## config.mk

```make
export PLATFORM = sky130hd
export DESIGN_NAME = shot_responder
export DESIGN_NICKNAME = d
export VERILOG_FILES = /design/src/rtl/shot_responder.sv
export SDC_FILE = /design/constraint.sdc
export NUM_CORES = 1
export LEC_CHECK = 0
export BUFFER_PORTS_ARGS = -buffer_cell sky130_fd_sc_hd__buf_2
export CORE_MARGIN = 3
export CORE_UTILIZATION = 40
export DETAILED_ROUTE_END_ITERATION = 16
export HOLD_SLACK_MARGIN = 0.1
export PLACE_DENSITY = 0.54
export SLEW_MARGIN = 15
export SYNTH_ARGS = -nofsm -noshare
export SYNTH_HDL_FRONTEND = slang
export SYNTH_SLANG_ARGS = --single-unit
export TNS_END_PERCENT = 30
```

## constraint.sdc

```tcl
create_clock -name clk -period 2.4 [get_ports clk]
set_input_delay 0.24 -clock clk [delete_from_list [all_inputs] [get_ports clk]]
set_output_delay 0.24 -clock clk [all_outputs]
set_load 0.01 [all_outputs]
```

## src/rtl/shot_responder.sv

```systemverilog
// Trigger consumer: detects rising edges of the level-type Shot input and fires a
// fixed burst of NUM_PULSES pulses on Fire, with Busy/Done status and a saturating trigger count.
module shot_responder #(
    parameter int PULSE_WIDTH = 4,
    parameter int PULSE_GAP   = 4,
    parameter int NUM_PULSES  = 3,
    parameter int CNT_W       = 8
) (
    input  logic       clk,
    input  logic       reset,
    input  logic       Shot,
    output logic       Fire,
    output logic       Busy,
    output logic       Done,
    output logic [7:0] Shot_count
);

    typedef enum logic [1:0] {
        IDLE = 2'd0,
        HIGH = 2'd1,
        LOW  = 2'd2,
        DONE = 2'd3
    } state_t;

    localparam logic [CNT_W-1:0] L_WIDTH = CNT_W'(PULSE_WIDTH);
    localparam logic [CNT_W-1:0] L_GAP   = CNT_W'(PULSE_GAP);
    localparam logic [CNT_W-1:0] L_NUM   = CNT_W'(NUM_PULSES);
    localparam logic [CNT_W-1:0] L_ONE   = CNT_W'(1);

    state_t           r_state;
    logic             r_shot_d;
    logic             r_fire;
    logic             r_busy;
    logic             r_done;
    logic [CNT_W-1:0] r_tmr;
    logic [CNT_W-1:0] r_pulse_cnt;
    logic [7:0]       r_shot_count;

    state_t           w_state_nxt;
    logic             w_fire_nxt;
    logic             w_busy_nxt;
    logic             w_done_nxt;
    logic [CNT_W-1:0] w_tmr_nxt;
    logic [CNT_W-1:0] w_pulse_cnt_nxt;
    logic [7:0]       w_shot_count_nxt;
    logic             w_edge;

    // shot_d resets high so the post-reset Shot blip from the control FSM is not an edge.
    assign w_edge = Shot & ~r_shot_d;

    always_ff @(posedge clk or negedge reset) begin
        if (!reset) begin
            r_state      <= IDLE;
            r_shot_d     <= 1'b1;
            r_fire       <= 1'b0;
            r_busy       <= 1'b0;
            r_done       <= 1'b0;
            r_tmr        <= '0;
            r_pulse_cnt  <= '0;
            r_shot_count <= 8'h00;
        end else begin
            r_state      <= w_state_nxt;
            r_shot_d     <= Shot;
            r_fire       <= w_fire_nxt;
            r_busy       <= w_busy_nxt;
            r_done       <= w_done_nxt;
            r_tmr        <= w_tmr_nxt;
            r_pulse_cnt  <= w_pulse_cnt_nxt;
            r_shot_count <= w_shot_count_nxt;
        end
    end

    always_comb begin
        w_state_nxt      = r_state;
        w_fire_nxt       = r_fire;
        w_busy_nxt       = r_busy;
        w_done_nxt       = r_done;
        w_tmr_nxt        = r_tmr;
        w_pulse_cnt_nxt  = r_pulse_cnt;
        w_shot_count_nxt = r_shot_count;
        case (r_state)
            IDLE: begin
                if (w_edge) begin
                    w_state_nxt      = HIGH;
                    w_fire_nxt       = 1'b1;
                    w_busy_nxt       = 1'b1;
                    w_pulse_cnt_nxt  = L_ONE;
                    w_tmr_nxt        = L_ONE;
                    w_shot_count_nxt = (r_shot_count == 8'hFF) ? r_shot_count
                                                               : r_shot_count + 8'd1;
                end
            end
            HIGH: begin
                if (r_tmr == L_WIDTH) begin
                    w_fire_nxt = 1'b0;
                    if (r_pulse_cnt == L_NUM) begin
                        w_state_nxt = DONE;
                        w_busy_nxt  = 1'b0;
                        w_done_nxt  = 1'b1;
                    end else begin
                        w_state_nxt = LOW;
                        w_tmr_nxt   = L_ONE;
                    end
                end else begin
                    w_tmr_nxt = r_tmr + L_ONE;
                end
            end
            LOW: begin
                if (r_tmr == L_GAP) begin
                    w_state_nxt     = HIGH;
                    w_fire_nxt      = 1'b1;
                    w_tmr_nxt       = L_ONE;
                    w_pulse_cnt_nxt = r_pulse_cnt + L_ONE;
                end else begin
                    w_tmr_nxt = r_tmr + L_ONE;
                end
            end
            DONE: begin
                // Edges seen here are dropped; only an edge sampled in IDLE starts a burst.
                w_done_nxt  = 1'b0;
                w_state_nxt = IDLE;
            end
            default: begin
                w_state_nxt = IDLE;
                w_fire_nxt  = 1'b0;
                w_busy_nxt  = 1'b0;
                w_done_nxt  = 1'b0;
            end
        endcase
    end

    assign Fire       = r_fire;
    assign Busy       = r_busy;
    assign Done       = r_done;
    assign Shot_count = r_shot_count;

endmodule
```

## Word level (Yosys, flattened, before mapping)

Index checks and enable logic that the tools add are counted.

- Flip-flop bits (word level): 30
- Latch bits: 0
- Bits in writable memories: 0
- ROM bits: 0
- Bits of input ports: 3
- Logic and storage cells: 59
- Memories: 0

- Add/sub/neg operators: 3
- $mul: 0
- Div/mod/pow operators: 0
- Order comparisons: 0
- Equality and inequality tests: 11
- Shift-type cells: 0
- Mux-type cells: 22
- Bitwise gates (word level): 3
- Reduce and logical (&&, ||, !) cells: 12

Operator list:

| kind | count |
|---|---|
| $mux W8 | 5 |
| $add A8 B1 Y8 const B | 3 |
| $pmux W8 S3 | 1 |
| $pmux W8 S2 | 1 |
| $reduce_and A3 Y1 | 5 |
| $eq A8 B2 Y1 const B | 1 |
| $eq A8 B3 Y1 const B | 1 |
| $eq A8 B8 Y1 const B | 1 |
| $mux W1 | 8 |
| $ne A2 B2 Y1 const B | 4 |
| $pmux W2 S4 | 1 |
| $reduce_and A4 Y1 | 2 |
| $mux W2 | 3 |
| $reduce_bool A2 Y1 | 3 |
| $eq A2 B2 Y1 const B | 2 |
| $pmux W1 S2 | 2 |
| $ne A3 B3 Y1 const B | 1 |
| $pmux W1 S3 | 1 |
| $reduce_bool A3 Y1 | 1 |
| $eq A2 B1 Y1 const B | 1 |
| $logic_not A2 Y1 | 1 |
| $not A1 Y1 | 2 |
| $and A1 B1 Y1 | 1 |

## Depth between registers and ports, before layout

Gate-level depths: netlist of the first run.

- Depth after elaboration: 4
- Mapped depth: 7
- Mapped depth without buffers: 6

## Least setup slack after synthesis of the first run

OpenSTA, ideal clock, no wires.

- Kind: reg-to-reg
- Start point: register r_state[1]
- End point: register r_tmr[0]
- Setup time: 0.125 ns
- Arrival time: 1.767 ns
- Required time: 2.275 ns
- Path slack: 0.508 ns
- Cell stages (with the launch flop): 7
- Buffers on the path: 0
- Period minus slack after synthesis: 1.892 ns
- Cell sequence: dfrtp_1 inv_1 ha_1 nor4bb_1 nand4_1 and2_1 mux2_2

- Word-level cells in the longest chain between the ends: 3

RTL lines:

| what | RTL line | source |
|---|---|---|
| start, declared | 30 | `state_t r_state;` |
| start signal, assigned | 62 | `r_state <= w_state_nxt;` |
| $eq A2 B1 Y1 (tied with other cells) | 81 | `case (r_state)` |
| $ne A3 B3 Y1 (no line) (tied with other cells) | -- |  |
| $reduce_and A3 Y1 (no line) | -- |  |
| end signal, assigned | 67 | `r_tmr <= w_tmr_nxt;` |
| end, declared | 35 | `logic [CNT_W-1:0] r_tmr;` |

Parallel ways exist; a longest one is shown, timed or not.
A chain may end at the register's enable or synchronous reset.

## Worst setup path after layout of the first run

- Start point: register r_state[0]
- End point: register r_pulse_cnt[5]

- Word-level cells in the longest chain between the ends: 3

RTL lines:

| what | RTL line | source |
|---|---|---|
| $eq A2 B2 Y1 / $logic_not A2 Y1 (equally long branches) | 81 |  |
| $ne A2 B2 Y1 (no line) / $reduce_bool A2 Y1 (equally long branches) | -- |  |
| $reduce_and A3 Y1 (no line) | -- |  |
| end signal, assigned | 68 | `r_pulse_cnt <= w_pulse_cnt_nxt;` |
| end, declared | 36 | `logic [CNT_W-1:0] r_pulse_cnt;` |

Parallel ways exist; a longest one is shown, timed or not.

==> run metrics, run 1 <==
Yosys cell types 47; synthesized area per cell 10.2 µm²; Antenna Nets Post-Route 0; MaxCap Viol Count 0; Layout Cells excl Fill 239; Buffers on Ports 13; GRT Total Usage 15.4%; top post-synthesis cells by area dfrtp_1, ha_1, xnor2_1; Max Slew Vio Count 0; fraction of registers with async set/reset 100%; number of synthesized flops with an enable pin 0; DP Cell Count 229; minimum clock period 2150 ps; clock latency on the worst-skew pair 280 ps; synthesized net count 180; Lkg Pwr 0.869 nW; synthesis-to-finish area growth 14.3%; largest net degree at the start of global routing 31; Compound-Gate Fraction of Synth Area 17.2%; simple-gate share of the synthesized area 21.4%; Crit Path Max Fanout 7; die width 71.3 µm; cell taking the most area after synthesis dfrtp_1; Max Buffers Root-to-Sink 2; drt initial violations 91; FP Rows 23; maximum ir drop on the vdd rail 0.279 mV; setup_tns 0 ps; CP Launch Type register; CTS buffer count 5; I/O pin cnt 14; worst reg-to-reg path cell count 6; total grt overflow 0; Initial Util 42.0%; Vert. Die Dim 71.3 µm; Hold/Removal Path Class register to register; hold path depth 2; Clock Sinks 30; initial antenna violation count 0; Root Driver clkbuf_8; Worst-Margin Slew 680 ps; post-synthesis mux area share 2.57%; Yosys warning count 0; CP Capture Type register; DR WL/cell 14.9 µm; Final Wtd Congestion 0.856; cell count after synthesis 167; CTS tree yes; drt pass-1 iters 4; fmax 465 MHz; final hold vios 0; DIE AREA 5080 µm²; Post-synth top flop dfrtp_1; Synth Area in XOR/XNOR 4.11%; Final #Nets 201; Syn Std Cell Area 1700 µm²; clk slew on worst S/H paths 60 ps; skew final 5.07 ps; #FFs+latches synth 30; DRC 0; post-synth top area share 42.6%; Post-DP HPWL 2630 µm; status complete, no violations; share of cells above drive strength 1 18.5%; Finished Cell Area 1950 µm²; Worst EP arrival 2360 ps; Slew HR 54.7%; required time worst endpoint 2610 ps; drt total wl 3570 µm; Crit Path Category register to register; final setup violation count 0; area share of fa/ha/maj cells after synthesis 7.34%; CORE AREA 4060 µm²; Vias/cell 5.71; cts repair resizes 0; vias in the first global route 1295; PD cells 482 nW/µm²; placed instance area 1840 µm²; final period utilization 89.6%; Max H-tree Level 2; Vias 1365; n_diodes 0; Filler cells 383; largest family of logic cells by synthesized area simple AND/OR/NAND/NOR gates; first-pass GRT wire length 6140 µm; Seq/Total Area, Yosys 44.1%; RSZ-0062 raised after global routing false
-- final cells by class --
class                           instances  area (µm²)  share of cell area (%)
Multi-Input combinational cell        123         897                    46.1
Sequential cell                        30         752                    38.6
Timing Repair Buffer                   18         108                    5.52
Clock buffer                            7        86.3                    4.43
Tap cell                               50        62.6                    3.21
Inverter                               10        37.5                    1.93
Clock inverter                          1        5.00                   0.257
-- through the flow --
step	util, %	setup WS (ps)	total power, mW	hold WS [ps]
after CTS	48.0	250	0.955	509
after global routing	48.0	17.8	0.992	523
after global placement	45.3	249	0.530	309
after detailed placement	45.3	268	0.531	322
final	48.0	249	0.939	503
after floorplan	-	508	0.518	-55.6
-- registers in the layout, summed over array words and instances (netlist names) --
| signal | flops |
|---|---|
| Shot_count | 8 |
| r_pulse_cnt | 8 |
| r_tmr | 8 |
| r_state | 2 |
| Busy | 1 |
| Done | 1 |
| Fire | 1 |
| r_shot_d | 1 |
-- critical path: stages (launching register included) --
cell      delay (ps)
dfrtp_1          430
inv_1            120
ha_1             290
nand3b_1         250
and2_0           330
or4_1            510
a21oi_1          150
-- metal layers --
layer	vias to the layer above	global-route usage, %	part of all wire (%)
met5	-	0	0
met4	0	4.38	0.48
met3	2	4.77	3.6
met2	30	23.9	48
met1	665	20.8	48
li1	668	-	-
-- synth_stat cells, drive strengths merged, types with 3 or more instances --
| cell | count |
|---|---|
| a21o | 3 |
| and3 | 4 |
| nand4 | 8 |
| o31ai | 4 |
| mux2 | 3 |
| xnor2 | 6 |
| or4 | 3 |
| inv | 10 |
| o21ai | 5 |
| ha | 10 |
| a21oi | 8 |
| a41oi | 3 |
| nor2 | 6 |
| o311ai | 3 |
| dfrtp | 29 |
| nand2 | 12 |
| nand3 | 9 |
| and2 | 3 |
-- what timing repair did --
| item | in CTS | in global routing |
|---|---|---|
| setup buffers | 0 | 0 |
| hold buffers | 2 | 0 |
| endpoints found under the hold margin | 30 | 0 |
-- cell usage in the layout, fill, tap and decap left out, drive strengths merged, types with 3 or more instances in the layout --
cell type	netlist	routed
xnor2	6	6
clkbuf	2	7
or4	3	3
nand3	9	9
o31ai	4	4
and3	4	4
nand4	8	8
a21oi	8	8
dfrtp	29	29
buf	2	16
mux2	3	3
o21ai	5	5
ha	10	10
and2	3	3
nand2	12	12
inv	10	10
a41oi	3	3
a21o	3	3
nor2	6	6
o311ai	3	3
-- cells by family (layout without fill, tap and decap cells) --
kind of cell / count (synthesis) / after routing
AO/OA/AOI/OAI: 40 / 40
XOR/XNOR: 8 / 8
adder cells (fa/ha/maj): 10 / 10
buffers and inverters: 14 / 36
flip-flops: 30 / 30
multiplexers: 4 / 4
AND/OR/NAND/NOR: 61 / 61
-- power by group --
group | leakage [nW] | switching [mW] | internal (mW)
Combinational | 0.462 | 0.0116 | 0.00394
Clock | 0.0482 | 0.185 | 0.231
Sequential | 0.359 | 0.000334 | 0.507
Total | 0.869 | 0.197 | 0.742
-- final timing paths --
kind	start	endpoint	slack [ps]
setup / recovery	r_state[0]	r_pulse_cnt[5]	250
hold / removal	Fire	Fire	500
setup reg to reg	r_state[0]	r_pulse_cnt[5]	250
hold reg to reg	Fire	Fire	500
max in group asynchronous	reset	r_tmr[2]	1420
min in group asynchronous	reset	r_pulse_cnt[6]	540
No activity file was read; power rests on OpenSTA's default activity.
==> run 2, diff against run 1 <==
ABC_AREA = 1   (was default)
GPL_ROUTABILITY_DRIVEN = 0   (was default)
==> run metrics, run 2 <==
status complete, no violations; Synth Area in XOR/XNOR 2.73%; total grt overflow 0; number of synthesized flops with an enable pin 0; vias in the first global route 1381; final setup violation count 0; Initial Util 42.7%; I/O pin cnt 14; clock latency on the worst-skew pair 290 ps; Syn Std Cell Area 1920 µm²; largest net degree at the start of global routing 31; largest family of logic cells by synthesized area simple AND/OR/NAND/NOR gates; top post-synthesis cells by area dfrtp_1, nand2_1, ha_1; share of cells above drive strength 1 20.0%; skew final 8.23 ps; most common cell after layout, fill and taps aside nand2_1; n_diodes 0; fraction of registers with async set/reset 100%; #FFs+latches synth 30; required time worst endpoint 2560 ps; drt total wl 3540 µm; PD cells 1060 nW/µm²; area share of fa/ha/maj cells after synthesis 6.50%; simple-gate share of the synthesized area 35.4%; Max H-tree Level 2; RSZ-0062 raised after global routing false; Hold/Removal Path Class register to register; CTS tree yes; CTS buffer count 5; maximum ir drop on the vdd rail 0.608 mV; Seq/Total Area, Yosys 39.1%; CP Capture Type register; DRC 0; Vert. Die Dim 75.4 µm; first-pass GRT wire length 6240 µm; fmax 610 MHz; Crit Path Max Fanout 9; count leader, synth nand2_1; Antenna Nets Post-Route 0; synthesis-to-finish area growth 12.6%; synthesized area per cell 8.05 µm²; Layout Cells excl Fill 312; Post-DP HPWL 2590 µm; CORE AREA 4500 µm²; Yosys warning count 0; Post-synth top flop dfrtp_1; initial antenna violation count 0; post-synth top area share 37.7%; Worst EP arrival 1800 ps; Compound-Gate Fraction of Synth Area 9.69%; Crit Path Category register to register; Vias 1485; Slew HR 54.9%; Worst-Margin Slew 677 ps; clk slew on worst S/H paths 70 ps; DR WL/cell 11.3 µm; cell count after synthesis 239; DP Cell Count 302; final hold vios 0; FP Rows 24; commonest cells after routing, fill and taps aside nand2_1, dfrtp_1, inv_1; CP Launch Type register; Buffers on Ports 13; Filler cells 444; setup_tns 0 ps; drt pass-1 iters 4; die width 75.4 µm; DIE AREA 5680 µm²; Root Driver clkbuf_8; Yosys cell types 30; post-CTS setup buffer count 0; GRT Total Usage 14.3%; Max Slew Vio Count 0; Max Buffers Root-to-Sink 2; Lkg Pwr 1.05 nW; Clock Sinks 30; Final #Nets 272; cell taking the most area after synthesis dfrtp_1; final period utilization 68.3%; drt initial violations 78; synth cell count leaders nand2_1, dfrtp_1, inv_1; post-synthesis mux area share 0%; MaxCap Viol Count 0; Vias/cell 4.76; synthesized net count 252; minimum clock period 1640 ps
==> run 2: cell types whose count changed after synthesis, sizes merged, moves of 6 or more <==
cell	delta
nand2	+68
inv	+19
nor2	+18
o21ai	+18
nand3	+13
a21oi	-6
==> run 2: final timing paths <==
kind	endpoint	depth (start not counted)	slack (ps)	start
max	r_pulse_cnt[7]	5	760	r_state[0]
max reg2reg	r_pulse_cnt[7]	5	760	r_state[0]
min	Busy	2	470	Busy
min in group asynchronous	Shot_count[2]	2	520	reset
min reg2reg	Busy	2	470	Busy
max in group asynchronous	Busy	2	1440	reset
==> run 2: through the flow <==
stage                     power (mW)  worst slack, ps  instance area (µm²)  hold slack (ps)  util [%]
final                           2.29              760                 2170              470      48.1
after global placement          1.80              785                 2040              325      45.3
after global routing            2.50              609                 2170              507      48.1
after floorplan                 1.58              953                 1920            -55.6         -
after CTS                       2.33              741                 2170              474      48.1
after detailed placement        1.80              753                 2040              326      45.3
==> run 2: logic make-up after synthesis <==
logic type,Yosys count
compound gates,28
xor+xnor,6
fa+ha+maj,10
buf+inv,31
flops,30
simple gates,134
==> run 2: final cells by class <==
type / count / area [µm²] / area share [%]
Tap cell: 52 / 65.1 / 3.00
Multi-Input combinational cell: 178 / 1040 / 48.2
Sequential cell: 30 / 752 / 34.7
Clock buffer: 5 / 68.8 / 3.18
Inverter: 29 / 111 / 5.14
Timing Repair Buffer: 15 / 85.1 / 3.93
Clock inverter: 3 / 40.0 / 1.85
==> run 2: repair_timing <==
action	in CTS	in global routing
hold buffers	2	0
gates resized for setup	0	0
endpoints found under the hold margin	30	0
==> run 2: routing by layer <==
layer	routed length, µm	track usage (%)	up-vias
met1	1850	19.4	658
met3	104	3.56	5
li1	-	-	806
met4	57	5.24	0
met2	1530	22.0	16
met5	0	0	-
==> run 2: critical path, cell delays in order, from the launching register on <==
cell and delay, ps:
dfrtp_1 440, inv_1 100, ha_1 410, inv_2 160
o21ai_4 290, o21ai_1 110
==> run 2: report_power, final <==
group	internal [mW]	total (mW)	switching, mW
clock	0.305	0.509	0.203
combinational	0.383	1.02	0.640
sequential	0.623	0.762	0.139
total	1.31	2.29	0.982
